--- src/rtl/switch_box_cfg.sv ---
// Wilton switch box for one routing tile, configured through a serial scan chain into a shadow register.
// Define SWITCH_BOX_CFG_REGOUT_EN to register all routed data outputs (one cycle of latency).
module switch_box_cfg #(
   parameter int unsigned WIDTH  = 6,
   parameter int unsigned LE_IN  = 2,
   parameter int unsigned LE_OUT = 8
) (
   input  logic              clock,
   input  logic              nreset,
   input  logic [WIDTH-1:0]  data_north_in,
   input  logic [WIDTH-1:0]  data_east_in,
   input  logic [WIDTH-1:0]  data_south_in,
   input  logic [WIDTH-1:0]  data_west_in,
   output logic [WIDTH-1:0]  data_north_out,
   output logic [WIDTH-1:0]  data_east_out,
   output logic [WIDTH-1:0]  data_south_out,
   output logic [WIDTH-1:0]  data_west_out,
   input  logic [LE_IN-1:0]  data_from_les,
   output logic [LE_OUT-1:0] data_to_les,
   input  logic              config_en,
   input  logic              config_in,
   output logic              config_out,
   output logic              configured,
   output logic              config_error
);

   localparam int unsigned NSB     = 3 + LE_IN;
   localparam int unsigned NLE     = 4 * WIDTH + LE_IN;
   localparam int unsigned SB_SEL  = $clog2(NSB);
   localparam int unsigned LE_SEL  = $clog2(NLE);
   localparam int unsigned SB_N    = 2 ** SB_SEL;
   localparam int unsigned LE_N    = 2 ** LE_SEL;
   localparam int unsigned SB_BITS = 4 * WIDTH * SB_SEL;
   localparam int unsigned CW      = SB_BITS + LE_OUT * LE_SEL;
   localparam int unsigned CNT_W   = $clog2(CW + 2);

   typedef enum logic [2:0] {
      ST_IDLE,
      ST_SHIFT,
      ST_COMMIT,
      ST_ABORT,
      ST_RUN
   } state_t;

   state_t            state_q;
   logic [CW-1:0]     shadow_q;
   logic [CW-1:0]     active_q;
   logic [CNT_W-1:0]  cnt_q;
   logic              configured_q;
   logic              error_q;

   // Load controller: only a load of exactly CW bits reaches the active register.
   always_ff @(posedge clock or negedge nreset) begin
      if (!nreset) begin
         state_q      <= ST_IDLE;
         shadow_q     <= '0;
         active_q     <= '0;
         cnt_q        <= '0;
         configured_q <= 1'b0;
         error_q      <= 1'b0;
      end else begin
         case (state_q)
            ST_IDLE, ST_RUN: begin
               if (config_en) begin
                  state_q  <= ST_SHIFT;
                  shadow_q <= {config_in, shadow_q[CW-1:1]};
                  cnt_q    <= CNT_W'(1);
                  error_q  <= 1'b0;
               end
            end
            ST_SHIFT: begin
               if (config_en) begin
                  shadow_q <= {config_in, shadow_q[CW-1:1]};
                  if (cnt_q <= CNT_W'(CW)) cnt_q <= cnt_q + CNT_W'(1);
               end else begin
                  state_q <= (cnt_q == CNT_W'(CW)) ? ST_COMMIT : ST_ABORT;
               end
            end
            ST_COMMIT: begin
               active_q     <= shadow_q;
               configured_q <= 1'b1;
               state_q      <= ST_RUN;
            end
            ST_ABORT: begin
               error_q <= 1'b1;
               state_q <= configured_q ? ST_RUN : ST_IDLE;
            end
            default: state_q <= ST_IDLE;
         endcase
      end
   end

   assign config_out   = shadow_q[0];
   assign configured   = configured_q;
   assign config_error = error_q;

   logic [3:0][WIDTH-1:0] side_in;
   logic [3:0][WIDTH-1:0] side_mux_c;
   logic [LE_OUT-1:0]     le_mux_c;
   logic [NLE-1:0]        le_vec;
   logic [LE_N-1:0]       le_pad;

   assign side_in = {data_west_in, data_south_in, data_east_in, data_north_in};
   assign le_vec  = {data_north_in, data_east_in, data_south_in, data_west_in, data_from_les};
   assign le_pad  = LE_N'(le_vec);

   // Wilton side muxes; zero-padding the candidate vector makes out-of-range selects read 0.
   for (genvar s = 0; s < 4; s++) begin : g_side
      localparam int unsigned SA = (s == 0 || s == 2) ? 1 : 0;
      localparam int unsigned SB = (s == 0) ? 2 : (s == 1) ? 3 : (s == 2) ? 0 : 1;
      localparam int unsigned SC = (s == 0 || s == 2) ? 3 : 2;
      for (genvar i = 0; i < WIDTH; i++) begin : g_trk
         localparam int unsigned IA   = (s < 2) ? (WIDTH - i) % WIDTH : (i + 1) % WIDTH;
         localparam int unsigned IC   = (s < 2) ? (i + 1) % WIDTH : (2 * WIDTH - 2 - i) % WIDTH;
         localparam int unsigned BASE = (s * WIDTH + i) * SB_SEL;
         logic [NSB-1:0]  vec;
         logic [SB_N-1:0] pad;
         assign vec = {side_in[SC][IC], side_in[SB][i], side_in[SA][IA], data_from_les};
         assign pad = SB_N'(vec);
         assign side_mux_c[s][i] = pad[active_q[BASE +: SB_SEL]];
      end
   end

   for (genvar m = 0; m < LE_OUT; m++) begin : g_le
      assign le_mux_c[m] = le_pad[active_q[SB_BITS + m * LE_SEL +: LE_SEL]];
   end

   logic [3:0][WIDTH-1:0] side_gated_c;
   logic [LE_OUT-1:0]     le_gated_c;

   assign side_gated_c = configured_q ? side_mux_c : '0;
   assign le_gated_c   = configured_q ? le_mux_c   : '0;

`ifdef SWITCH_BOX_CFG_REGOUT_EN
   logic [3:0][WIDTH-1:0] side_out_q;
   logic [LE_OUT-1:0]     le_out_q;

   always_ff @(posedge clock or negedge nreset) begin
      if (!nreset) begin
         side_out_q <= '0;
         le_out_q   <= '0;
      end else begin
         side_out_q <= side_gated_c;
         le_out_q   <= le_gated_c;
      end
   end

   assign data_north_out = side_out_q[0];
   assign data_east_out  = side_out_q[1];
   assign data_south_out = side_out_q[2];
   assign data_west_out  = side_out_q[3];
   assign data_to_les    = le_out_q;
`else
   assign data_north_out = side_gated_c[0];
   assign data_east_out  = side_gated_c[1];
   assign data_south_out = side_gated_c[2];
   assign data_west_out  = side_gated_c[3];
   assign data_to_les    = le_gated_c;
`endif

endmodule
--- config.mk ---
export PLATFORM = sky130hd
export DESIGN_NAME = switch_box_cfg
export DESIGN_NICKNAME = d
export VERILOG_FILES = /design/src/rtl/switch_box_cfg.sv
export SDC_FILE = /design/constraint.sdc
export NUM_CORES = 1
export LEC_CHECK = 0
export BUFFER_PORTS_ARGS = -buffer_cell sky130_fd_sc_hd__buf_2
export CELL_PAD_IN_SITES_DETAIL_PLACEMENT = 1
export CELL_PAD_IN_SITES_GLOBAL_PLACEMENT = 1
export CORE_MARGIN = 8
export CORE_UTILIZATION = 50
export CTS_CLUSTER_SIZE = 25
export DETAILED_ROUTE_END_ITERATION = 8
export GPL_TIMING_DRIVEN = 0
export MAX_ROUTING_LAYER = met4
export PLACE_DENSITY = 0.75
export SLEW_MARGIN = 20
export SYNTH_ARGS = -nofsm -noshare
export SYNTH_HDL_FRONTEND = slang
export SYNTH_SLANG_ARGS = --single-unit
--- constraint.sdc ---
create_clock -name clock -period 4.2 [get_ports clock]
set_input_delay 0.63 -clock clock [delete_from_list [all_inputs] [get_ports clock]]
set_output_delay 0.63 -clock clock [all_outputs]
set_load 0.01 [all_outputs]
# Yosys cells after proc, flatten, opt, wreduce, memory -nomap -nowiden
# Cells that the tools add are included.
[totals]
ff_bits = 236
inputBits = 30
wordCells = 135
[op_classes]
order_cmp = 33
n_addsub = 1
reduce_logical = 9
eq_ne = 9
n_mux = 77
[ops]
columns = ["op", "n"]
rows = [
  ["3-bit by 4-bit < comparator with 1-bit output (second input constant)", 24],
  ["1-bit binary-select mux with 3-bit select", 24],
  ["5-bit by 6-bit < comparator with 1-bit output (second input constant)", 8],
  ["1-bit binary-select mux with 5-bit select", 8],
  ["1-bit 2-to-1 mux", 34],
  ["24-bit 2-to-1 mux", 1],
  ["7-bit 2-to-1 mux", 3],
  ["7-bit case mux with 2 select lines", 1],
  ["3-bit case mux with 4 select lines", 1],
  ["3-bit 2-to-1 mux", 3],
  ["8-bit 2-to-1 mux", 1],
  ["2-bit inequality test (second input constant)", 4],
  ["7-bit by 1-bit adder with 7-bit output (second input constant)", 1],
  ["7-bit equality test (second input constant)", 1],
  ["7-bit less-or-equal comparator (second input constant)", 1],
  ["3-bit by 2-bit equality test with 1-bit output (second input constant)", 2],
  ["2-bit AND reduction", 3],
  ["4-bit AND reduction", 1],
  ["2-bit nonzero test", 2],
  ["3-bit by 1-bit equality test with 1-bit output (second input constant)", 1],
  ["3-bit equality test (second input constant)", 1],
  ["3-bit zero test", 1],
  ["3-bit OR reduction", 1],
  ["1-bit case mux with 2 select lines", 1],
  ["2-bit OR reduction", 1],
]

# Depth between registers and ports, before layout
# Gate-level depths: netlist (run 1).
[depth]
depth_word = 4
mapped_depth = 7

# Least setup slack after synthesis (run 1)
# Ideal clock, no wire load.
[synth_path]
kind = "input port to output port"
from = "in data_east_in[5]"
to = "out data_to_les[1]"
t_arrival_ps = 1718
cell_stages = 5
path_buffers = 1
setup_slack_ps = 1852
path_cell_list = "clkbuf_1 -> mux4_2 -> o22ai_1 -> a311oi_1 -> o211a_1"
[synth_between]
elab_chain_cells = 3
[synth_rtl]
columns = ["element", "line", "text"]
rows = [
  ["from (decl)", "11", "input logic [WIDTH-1:0] data_east_in,"],
  ["1-bit binary-select mux with 5-bit select", "125", "assign le_mux_c[m] = le_pad[active_q[SB_BITS + m * LE_SEL +: LE_SEL]];"],
  ["1-bit 2-to-1 mux (implied by the code)", "125", ""],
  ["8-bit 2-to-1 mux", "132", "assign le_gated_c = configured_q ? le_mux_c : '0;"],
  ["to (decl)", "19", "output logic [LE_OUT-1:0] data_to_les,"],
]
# No other way between the ends. The select of a mux whose other input is x is not followed.

# Final worst setup path (run 1)
[layout_path]
from = "reg configured_q, in the netlist configured"
to = "out data_south_out[2]"
[layout_between]
elab_chain_cells = 1
[layout_rtl]
columns = ["element", "line", "text"]
rows = [
  ["from (decl)", "49", "logic configured_q;"],
  ["from (signal assigned)", "59", "configured_q <= 1'b0;"],
  ["from (signal assigned)", "81", "configured_q <= 1'b1;"],
  ["24-bit 2-to-1 mux", "131", "assign side_gated_c = configured_q ? side_mux_c : '0;"],
  ["to (decl)", "16", "output logic [WIDTH-1:0] data_south_out,"],
]
# No other way between the ends.

==> flow_results.org, run 1 <==
** Synth
- In the synthesized netlist, the number of instances is 901.
- Synthesized netlist net count :: 933
- Summed over its instances, the top area cell type makes up 49.3% of the synthesized netlist area.
- Warnings from Yosys :: 0
- Dominant cell type by area after synthesis :: sky130_fd_sc_hd__dfrtp_1
- Summing the sequential cell areas from Yosys gives 49.3% of the chip area.
- Post-Syn Area per Cell :: 13.3 sq um
- The number of different library cells used by synthesis comes to 44.
- Post-synthesis instance area :: 0.0120 sq mm
- After synthesis the netlist holds a flip-flop and latch count of 236.
- Yosys attributes the largest share of cell area to sky130_fd_sc_hd__dfrtp_1, sky130_fd_sc_hd__mux2_2, sky130_fd_sc_hd__mux4_2.

** Layout
- Area of all placed cells without fillers :: 0.0137 sq mm
- The final layout contains 1027 nets.
- Area growth from synthesis to layout :: 14.1%
- Antenna fix cells :: 0
- At the end of the flow the core is filled with cells to 58.2%.
- Number of standard cells in the layout, taps in and fillers out :: 1333
- Proportion of layout cells with a drive suffix above 1 :: 35.5%

** Route
- Ratio of routed vias to standard cells :: 6.04
- Total via count after detailed routing :: 8053
- Wire length the detailed router placed on met1 :: 13.6 mm
- The routed design has 32.2 mm of wire.
- For this block, the initial DRC count from the detailed router was 576.
- The highest metal layer carrying signal wires in the routed design is met4.
- Wire segments on met3 add up to 2.13 mm in the final route.
- First-pass DRT Iterations :: 5
- Detail-routed net length per standard cell :: 24.2 microns
- In the routed design, unresolved DRC markers number 0.
- Met2 WL post-DR :: 15.6 mm
- The detail route stage leaves a number of antenna-violating nets equal to 0.

** Clock network
- TritonCTS built the clock tree.
- Reg clk slew, reported paths :: 60 ps
- Hold repair after CTS inserted 0 buffers.
- In this run the number of H-tree levels came out at 1.
- Number of clock buffers inserted by TritonCTS :: 26
- In this run the post-CTS setup repair buffer count came out at 0.
- Num Clock Sinks :: 236
- Maximum count of clock buffers along a single path :: 3
- The later pin in the worst-skew pair is clocked with a latency of 530 ps.
- Cell chosen for the clock root :: sky130_fd_sc_hd__clkbuf_16
- In this run, post-CTS repair resized a total of 0 instances.

** Timing
- Once routing completed, OpenROAD measured the worst setup slack at 833 ps.
- Final TNS setup :: 0 ps
- Post-route fraction of the period consumed by the critical path :: 80.2%
- For the final database, setup skew stands at 8.08 ps.
- Worst Max-Slew Pin Slew :: 949 ps
- Final period demand of the worst path :: 3370 ps
- Final-report max-slew violation count :: 0
- WHS :: 35.7 ps
- Setup repair after global routing left no endpoint under its margin.
- Based on the critical path, the design can be clocked at up to 0.297 GHz.
- Max-Slew Margin vs Limit :: 36.8%
- Final Hold Violating Endpoints :: 0
- Setup violations remaining at the end of the flow were counted as 0.

** Floorplan
- Y dimension of the die :: 171 microns
- The die covers 0.0292 sq mm.
- The initial utilization of the core area, before any placement, comes to 51.0%.
- The floorplan has 56 rows.
- Core area :: 0.0235 sq mm
- Die width :: 171 microns
- Number of primary I/O pins :: 65

** Pwr
- Total power for the finished layout comes to 7.16 mW.
- Leakage :: 6.27 nW
- Pwr Density :: 524 mW/mm^2
- Worst vdd rail ir drop :: 0.000344 V

** Global routing
- The via count of the first global-routing pass was 8744.
- The first global-routing pass estimated 51.2 mm of wire.
- Largest net degree at the start of global routing :: 97
- Gr ovfl total :: 0
- Global routing consumed, over all layers together, 23.5% of the routing resources.
- The initial antenna violation count came to 0.

** Placement
- Once placement finished, the instance area stood at 0.0128 sq mm.
- At the placement stage, the worst setup path has a slack of 1120 ps.
- Routability-driven placement finished with a final weighted congestion of 0.837.
- The HPWL after detailed placement is 21.4 mm.
- Including well taps, the total number of placed cells is 1286.
- Port buffering added 64 buffers.

** Worst setup path
- Arr. time, crit path :: 2740 ps
- In this run the worst path has a maximum fanout of 10.
- The setup path with the least slack is of type flop to primary output.
- Required time of the critical path :: 3570 ps
- STA classifies the critical path startpoint as a flop.
- STA classifies the critical path endpoint as a primary output.

** Run status
- Outcome :: completed

** Min path
- The min-delay analysis places its worst path in the category input port to async pin.

** Flow run
- Maximum Capacitance Violations :: 0
==> sequential cells by signal, indices dropped and copies added, names as in the netlist <==
name and flops:
cnt_q 7, shadow_q 112, active_q 112, state_q 3, configured 1, config_error 1
==> metal layers <==
metal	GRT usage [%]	up-vias
li1	-	3498
met1	30.7	4197
met2	37.3	289
met3	3.87	69
met4	7.25	0
met5	-	-
==> worst max-delay path, cell delays in order, from the launching register on <==
cell,delay [ps]
sky130_fd_sc_hd__dfrtp_1,380
sky130_fd_sc_hd__clkbuf_1,510
sky130_fd_sc_hd__inv_2,310
sky130_fd_sc_hd__clkbuf_1,420
sky130_fd_sc_hd__a21oi_1,380
sky130_fd_sc_hd__buf_2,200
==> kinds of logic (layout without fill, tap and decap cells) <==
group	after synthesis	after routing	share of synthesized area (%)
AO/OA/AOI/OAI	101	101	5.74
adder cells (fa/ha/maj)	2	2	0.209
buffers and inverters	95	208	3.88
flip-flops	236	236	49.3
multiplexers	320	320	34.7
AND/OR/NAND/NOR	147	147	6.15
==> final timing paths <==
path,start,to,slack [ps],cells past startpoint
max in group asynchronous,nreset,shadow_q[1],2940,3
min,nreset,shadow_q[62],40,1
min reg2reg,shadow_q[97],shadow_q[97],510,1
max,configured,data_south_out[2],830,5
max reg2reg,state_q[2],active_q[99],1750,5
min in group clock,config_en,state_q[1],330,2
==> Yosys cell counts <==
| cell | number |
|---|---|
| sky130_fd_sc_hd__dfrtp_1 | 236 |
| sky130_fd_sc_hd__mux4_2 | 54 |
| sky130_fd_sc_hd__o21ai_1 | 1 |
| sky130_fd_sc_hd__and2_1 | 3 |
| sky130_fd_sc_hd__buf_6 | 10 |
| sky130_fd_sc_hd__o211ai_1 | 6 |
| sky130_fd_sc_hd__nor3_1 | 3 |
| sky130_fd_sc_hd__nand3_1 | 35 |
| sky130_fd_sc_hd__nor3b_1 | 1 |
| sky130_fd_sc_hd__inv_2 | 1 |
| sky130_fd_sc_hd__a31oi_1 | 6 |
| sky130_fd_sc_hd__or3_1 | 3 |
| sky130_fd_sc_hd__nand2b_1 | 31 |
| sky130_fd_sc_hd__o311ai_4 | 1 |
| sky130_fd_sc_hd__inv_1 | 13 |
| sky130_fd_sc_hd__a21oi_1 | 34 |
| sky130_fd_sc_hd__nand4_1 | 2 |
| sky130_fd_sc_hd__nor2b_2 | 1 |
| sky130_fd_sc_hd__o21ai_0 | 15 |
| sky130_fd_sc_hd__clkbuf_1 | 41 |
| sky130_fd_sc_hd__o41ai_1 | 4 |
| sky130_fd_sc_hd__mux2i_1 | 42 |
| sky130_fd_sc_hd__a2bb2oi_1 | 1 |
| sky130_fd_sc_hd__nand2_1 | 27 |
| sky130_fd_sc_hd__mux2_2 | 155 |
| sky130_fd_sc_hd__o31ai_1 | 2 |
| sky130_fd_sc_hd__or4_1 | 1 |
| sky130_fd_sc_hd__o211a_1 | 6 |
| sky130_fd_sc_hd__a22oi_1 | 6 |
| sky130_fd_sc_hd__mux2_1 | 69 |
| sky130_fd_sc_hd__ha_1 | 2 |
| sky130_fd_sc_hd__a211oi_1 | 2 |
| sky130_fd_sc_hd__nor2b_1 | 6 |
| sky130_fd_sc_hd__buf_1 | 4 |
| sky130_fd_sc_hd__o2111ai_4 | 1 |
| sky130_fd_sc_hd__nand3b_1 | 2 |
| sky130_fd_sc_hd__nor2_1 | 31 |
| sky130_fd_sc_hd__o21bai_1 | 1 |
| sky130_fd_sc_hd__or3b_1 | 1 |
| sky130_fd_sc_hd__o22ai_1 | 6 |
| sky130_fd_sc_hd__a41oi_1 | 2 |
| sky130_fd_sc_hd__a311oi_1 | 6 |
| sky130_fd_sc_hd__a31o_2 | 1 |
| sky130_fd_sc_hd__buf_2 | 26 |
==> placed cells by master, fill, tap and decap left out, types with 27 or more instances in the layout <==
cell type / instances
sky130_fd_sc_hd__dfrtp_1: 236
sky130_fd_sc_hd__mux2_2: 155
sky130_fd_sc_hd__buf_2: 89
sky130_fd_sc_hd__mux2_1: 69
sky130_fd_sc_hd__mux4_2: 54
sky130_fd_sc_hd__clkbuf_1: 44
sky130_fd_sc_hd__mux2i_1: 42
sky130_fd_sc_hd__nand3_1: 35
sky130_fd_sc_hd__a21oi_1: 34
sky130_fd_sc_hd__nand2b_1: 31
sky130_fd_sc_hd__nor2_1: 31
sky130_fd_sc_hd__nand2_1: 27
==> power by group <==
part | leakage, nW | total (mW) | switching, mW | internal (mW)
clock network | 0.451 | 2.38 | 0.937 | 1.44
logic | 2.59 | 2.08 | 1.16 | 0.924
registers | 3.22 | 2.69 | 0.181 | 2.51
total | 6.27 | 7.16 | 2.28 | 4.88
==> layout make-up <==
cell class	count	area (sq um)
fill	2337	9810
sequential	236	5910
timing repair buffer	66	385
clock inverter	11	145
buffer	81	412
inverter	14	52.6
multi-input combinational	570	5610
tap	319	399
clock buffer	36	758
Power figures use the tool's default switching activity.
==> run 2, diff against run 1 <==
--- a/config.mk
+++ b/config.mk
@@ -9,12 +9,12 @@
 export CELL_PAD_IN_SITES_DETAIL_PLACEMENT = 1
 export CELL_PAD_IN_SITES_GLOBAL_PLACEMENT = 1
 export CORE_MARGIN = 8
-export CORE_UTILIZATION = 50
+export CORE_UTILIZATION = 46
 export CTS_CLUSTER_SIZE = 25
 export DETAILED_ROUTE_END_ITERATION = 8
 export GPL_TIMING_DRIVEN = 0
 export MAX_ROUTING_LAYER = met4
-export PLACE_DENSITY = 0.75
+export PLACE_DENSITY = 0.72
 export SLEW_MARGIN = 20
 export SYNTH_ARGS = -nofsm -noshare
 export SYNTH_HDL_FRONTEND = slang
==> constraint.sdc (replaced) <==
create_clock -name clock -period 2.9 [get_ports clock]
set_input_delay 0.435 -clock clock [delete_from_list [all_inputs] [get_ports clock]]
set_output_delay 0.435 -clock clock [all_outputs]
set_load 0.01 [all_outputs]
==> flow_results.org, run 2 (synthesized netlist as in run 1, its figures left out) <==
** Floorplan
- The floorplan step defined a die boundary enclosing 0.0315 sq mm.
- Y dimension of the die :: 177 microns
- In this run the standard cell core region covers 0.0258 sq mm.
- Number of cell rows :: 59
- Die width :: 177 microns
- For this design the top-level I/O count stands at 65.
- Starting Density :: 46.4%

** Placement
- Placement Cell Area :: 0.0128 sq mm
- Last weighted congestion value of the routability-driven placer :: 0.827
- In this run, placement finished with an instance count of 1302.
- DP Wirelength :: 21.3 mm
- Place WS :: 214 ps
- Count of port buffers added during placement :: 64

** Run status
- Outcome :: completed

** Route
- Detail-routed net length per standard cell :: 23.8 microns
- In the routed design, unresolved DRC markers number 0.
- Total via count after detailed routing :: 7940
- Final routed wirelength across all metal layers :: 32.1 mm
- The first TritonRoute pass finished after 5 iterations.
- In this run, the number of DRC markers left after iteration 0 of detailed routing was 506.
- Ratio of routed vias to standard cells :: 5.88
- Antenna Violating Nets Remaining :: 0

** Worst setup path
- Critical setup path kind :: flop to primary output
- Critical Path End Type :: primary output
- In this run the worst path has a maximum fanout of 9.
- The worst register-to-register path begins at state_q[2].
- The worst setup path is launched from a flop.
- Data on the critical path arrives at its endpoint at 2370 ps.
- At the worst endpoint, the required time is 2470 ps.
- In this run the register-to-register setup slack is 520 ps.
- Endpoint of the lowest-slack register-to-register path :: active_q[92]
- Counting cells, the worst reg-to-reg path comes to 5.

** Pwr
- The internal power of the cells totals 7.18 mW.
- Fraction of power consumed by the clock network :: 33.9%
- Combinational fraction of design power :: 28.5%
- Pwr Density :: 762 mW/mm^2
- Switching power of the nets :: 3.29 mW
- Leakage :: 6.28 nW
- Across the VDD grid, the largest voltage drop is 0.000521 V.
- The share of total power dissipated in sequential elements is 37.6%.
- Net switching is 31.4% of the power.
- Overall power :: 10.5 mW

** Layout
- The library cell used most frequently in the layout, excluding fill and tap cells, is sky130_fd_sc_hd__dfrtp_1.
- Share of the core filled with cells in the final layout :: 53.2%
- The number of antenna diodes in the final layout is 0.
- Of the cells placed in the final design, the portion with a size suffix greater than 1 is 35.3%.
- Number of standard cells in the layout, taps in and fillers out :: 1351
- Area growth from synthesis to layout :: 14.6%
- Most used cells in the layout excluding fill and tap cells :: sky130_fd_sc_hd__dfrtp_1, sky130_fd_sc_hd__mux2_2, sky130_fd_sc_hd__buf_2, sky130_fd_sc_hd__mux2_1, sky130_fd_sc_hd__mux4_2
- The largest registers in the layout are active_q (112), shadow_q (112), cnt_q (7).
- The net count of the finished layout is 1028.
- After routing the design area is 0.0137 sq mm.

** Clock network
- Reg clk slew, reported paths :: 60 ps
- # H-tree levels :: 1
- The number of setup buffers added after CTS is 0.
- The number of clock buffers added by TritonCTS is 27.
- TritonCTS built the clock tree.
- Clock latency on the worst-skew pair, taken at its later pin, is 540 ps.
- Num Clock Sinks :: 236
- Maximum count of clock buffers along a single path :: 3
- CTS placed an instance of sky130_fd_sc_hd__clkbuf_16 at the clock tree root.

** Global routing
- The initial antenna violation count was 0.
- Across every metal layer, demand over resource in global routing totals 21.5%.
- Vias in the first global route :: 8626
- Entering global routing, the biggest net connects 100 pins.
- First-pass GRT wire length :: 51.1 mm
- For this run the aggregate overflow at the end of global routing stands at 0.

** Timing
- Unrepaired setup endpoints after global routing :: false
- The final-report hold violation count is 0.
- In the final timing run, aggregate negative setup slack is 0 ps.
- Based on the critical path, the design can be clocked at up to 0.357 GHz.
- Post-route fraction of the period consumed by the critical path :: 96.7%
- Headroom to the max-slew limit came out at 37.9%.
- WHS :: 97.9 ps
- The routed design could run at a clock period as short as 2800 ps.
- Worst Max-Slew Pin Slew :: 931 ps
- Setup slack closes at 95.7 ps.
- The final number of max-transition violations was 0.
- Total of endpoints with negative setup slack in the final report :: 0
- Clock skew on the completed layout was measured at 8.12 ps.

** Min path
- For hold timing, the worst endpoint is state_q[1].
- The worst hold path was traced through 2 stages.
- In this run the most critical hold path is launched from config_en.
- Type of the most critical hold path :: input port to flop

** Flow run
- Maximum Capacitance Violations :: 0
## run 2: worst max path at each step
stage	slack (ps)	endpoint	from
after floorplan	940	data_to_les[1]	data_east_in[5]
after global placement	-2880	cnt_q[5]	nreset
after detailed placement	210	data_to_les[3]	data_east_in[3]
after CTS	50	data_to_les[3]	active_q[87]
after global routing	20	data_to_les[5]	active_q[97]
final	100	data_to_les[7]	active_q[107]
## run 2: timing repair
item / CTS / global route
endpoints found under the hold margin: 64 / 0
gates resized for setup: 2 / 2
setup endpoints to repair: 19 / 2
hold buffers: 1 / 0
## run 2: routing by layer
layer | wire length, microns | GRT usage, % | share of wire (%) | vias to the layer above
met1 | 14300 | 28.4 | 44 | 4180
met5 | 0 | - | 0 | -
met2 | 15400 | 34.4 | 48 | 191
li1 | - | - | - | 3506
met4 | 824 | 5.35 | 2.6 | 0
met3 | 1610 | 3.62 | 5.0 | 63
## run 2: worst max-delay path, stage by stage (launching register included)
cell and delay [ps]:
sky130_fd_sc_hd__dfrtp_1 310, sky130_fd_sc_hd__buf_2 270, sky130_fd_sc_hd__mux4_2 550, sky130_fd_sc_hd__o22ai_1 190, sky130_fd_sc_hd__a311oi_1 70, sky130_fd_sc_hd__o211a_1 280
sky130_fd_sc_hd__buf_2 150
## run 2: layout make-up
class / count / area, sq um
clock buffer: 43 / 816
buffer: 80 / 414
timing repair buffer: 67 / 395
multi-input combinational: 570 / 5610
clock inverter: 6 / 120
fill: 2618 / 12100
sequential: 236 / 5910
inverter: 14 / 52.6
tap: 335 / 419
## run 2: power by group through the flow
stage	sequential (mW)	clock [mW]	combinational [mW]
after global placement	3.95	0	2.96
after CTS	3.93	3.64	3.01
after floorplan	3.87	0	2.11
after global routing	3.98	3.76	3.25
after detailed placement	3.96	0	3.03
final	3.93	3.55	2.98
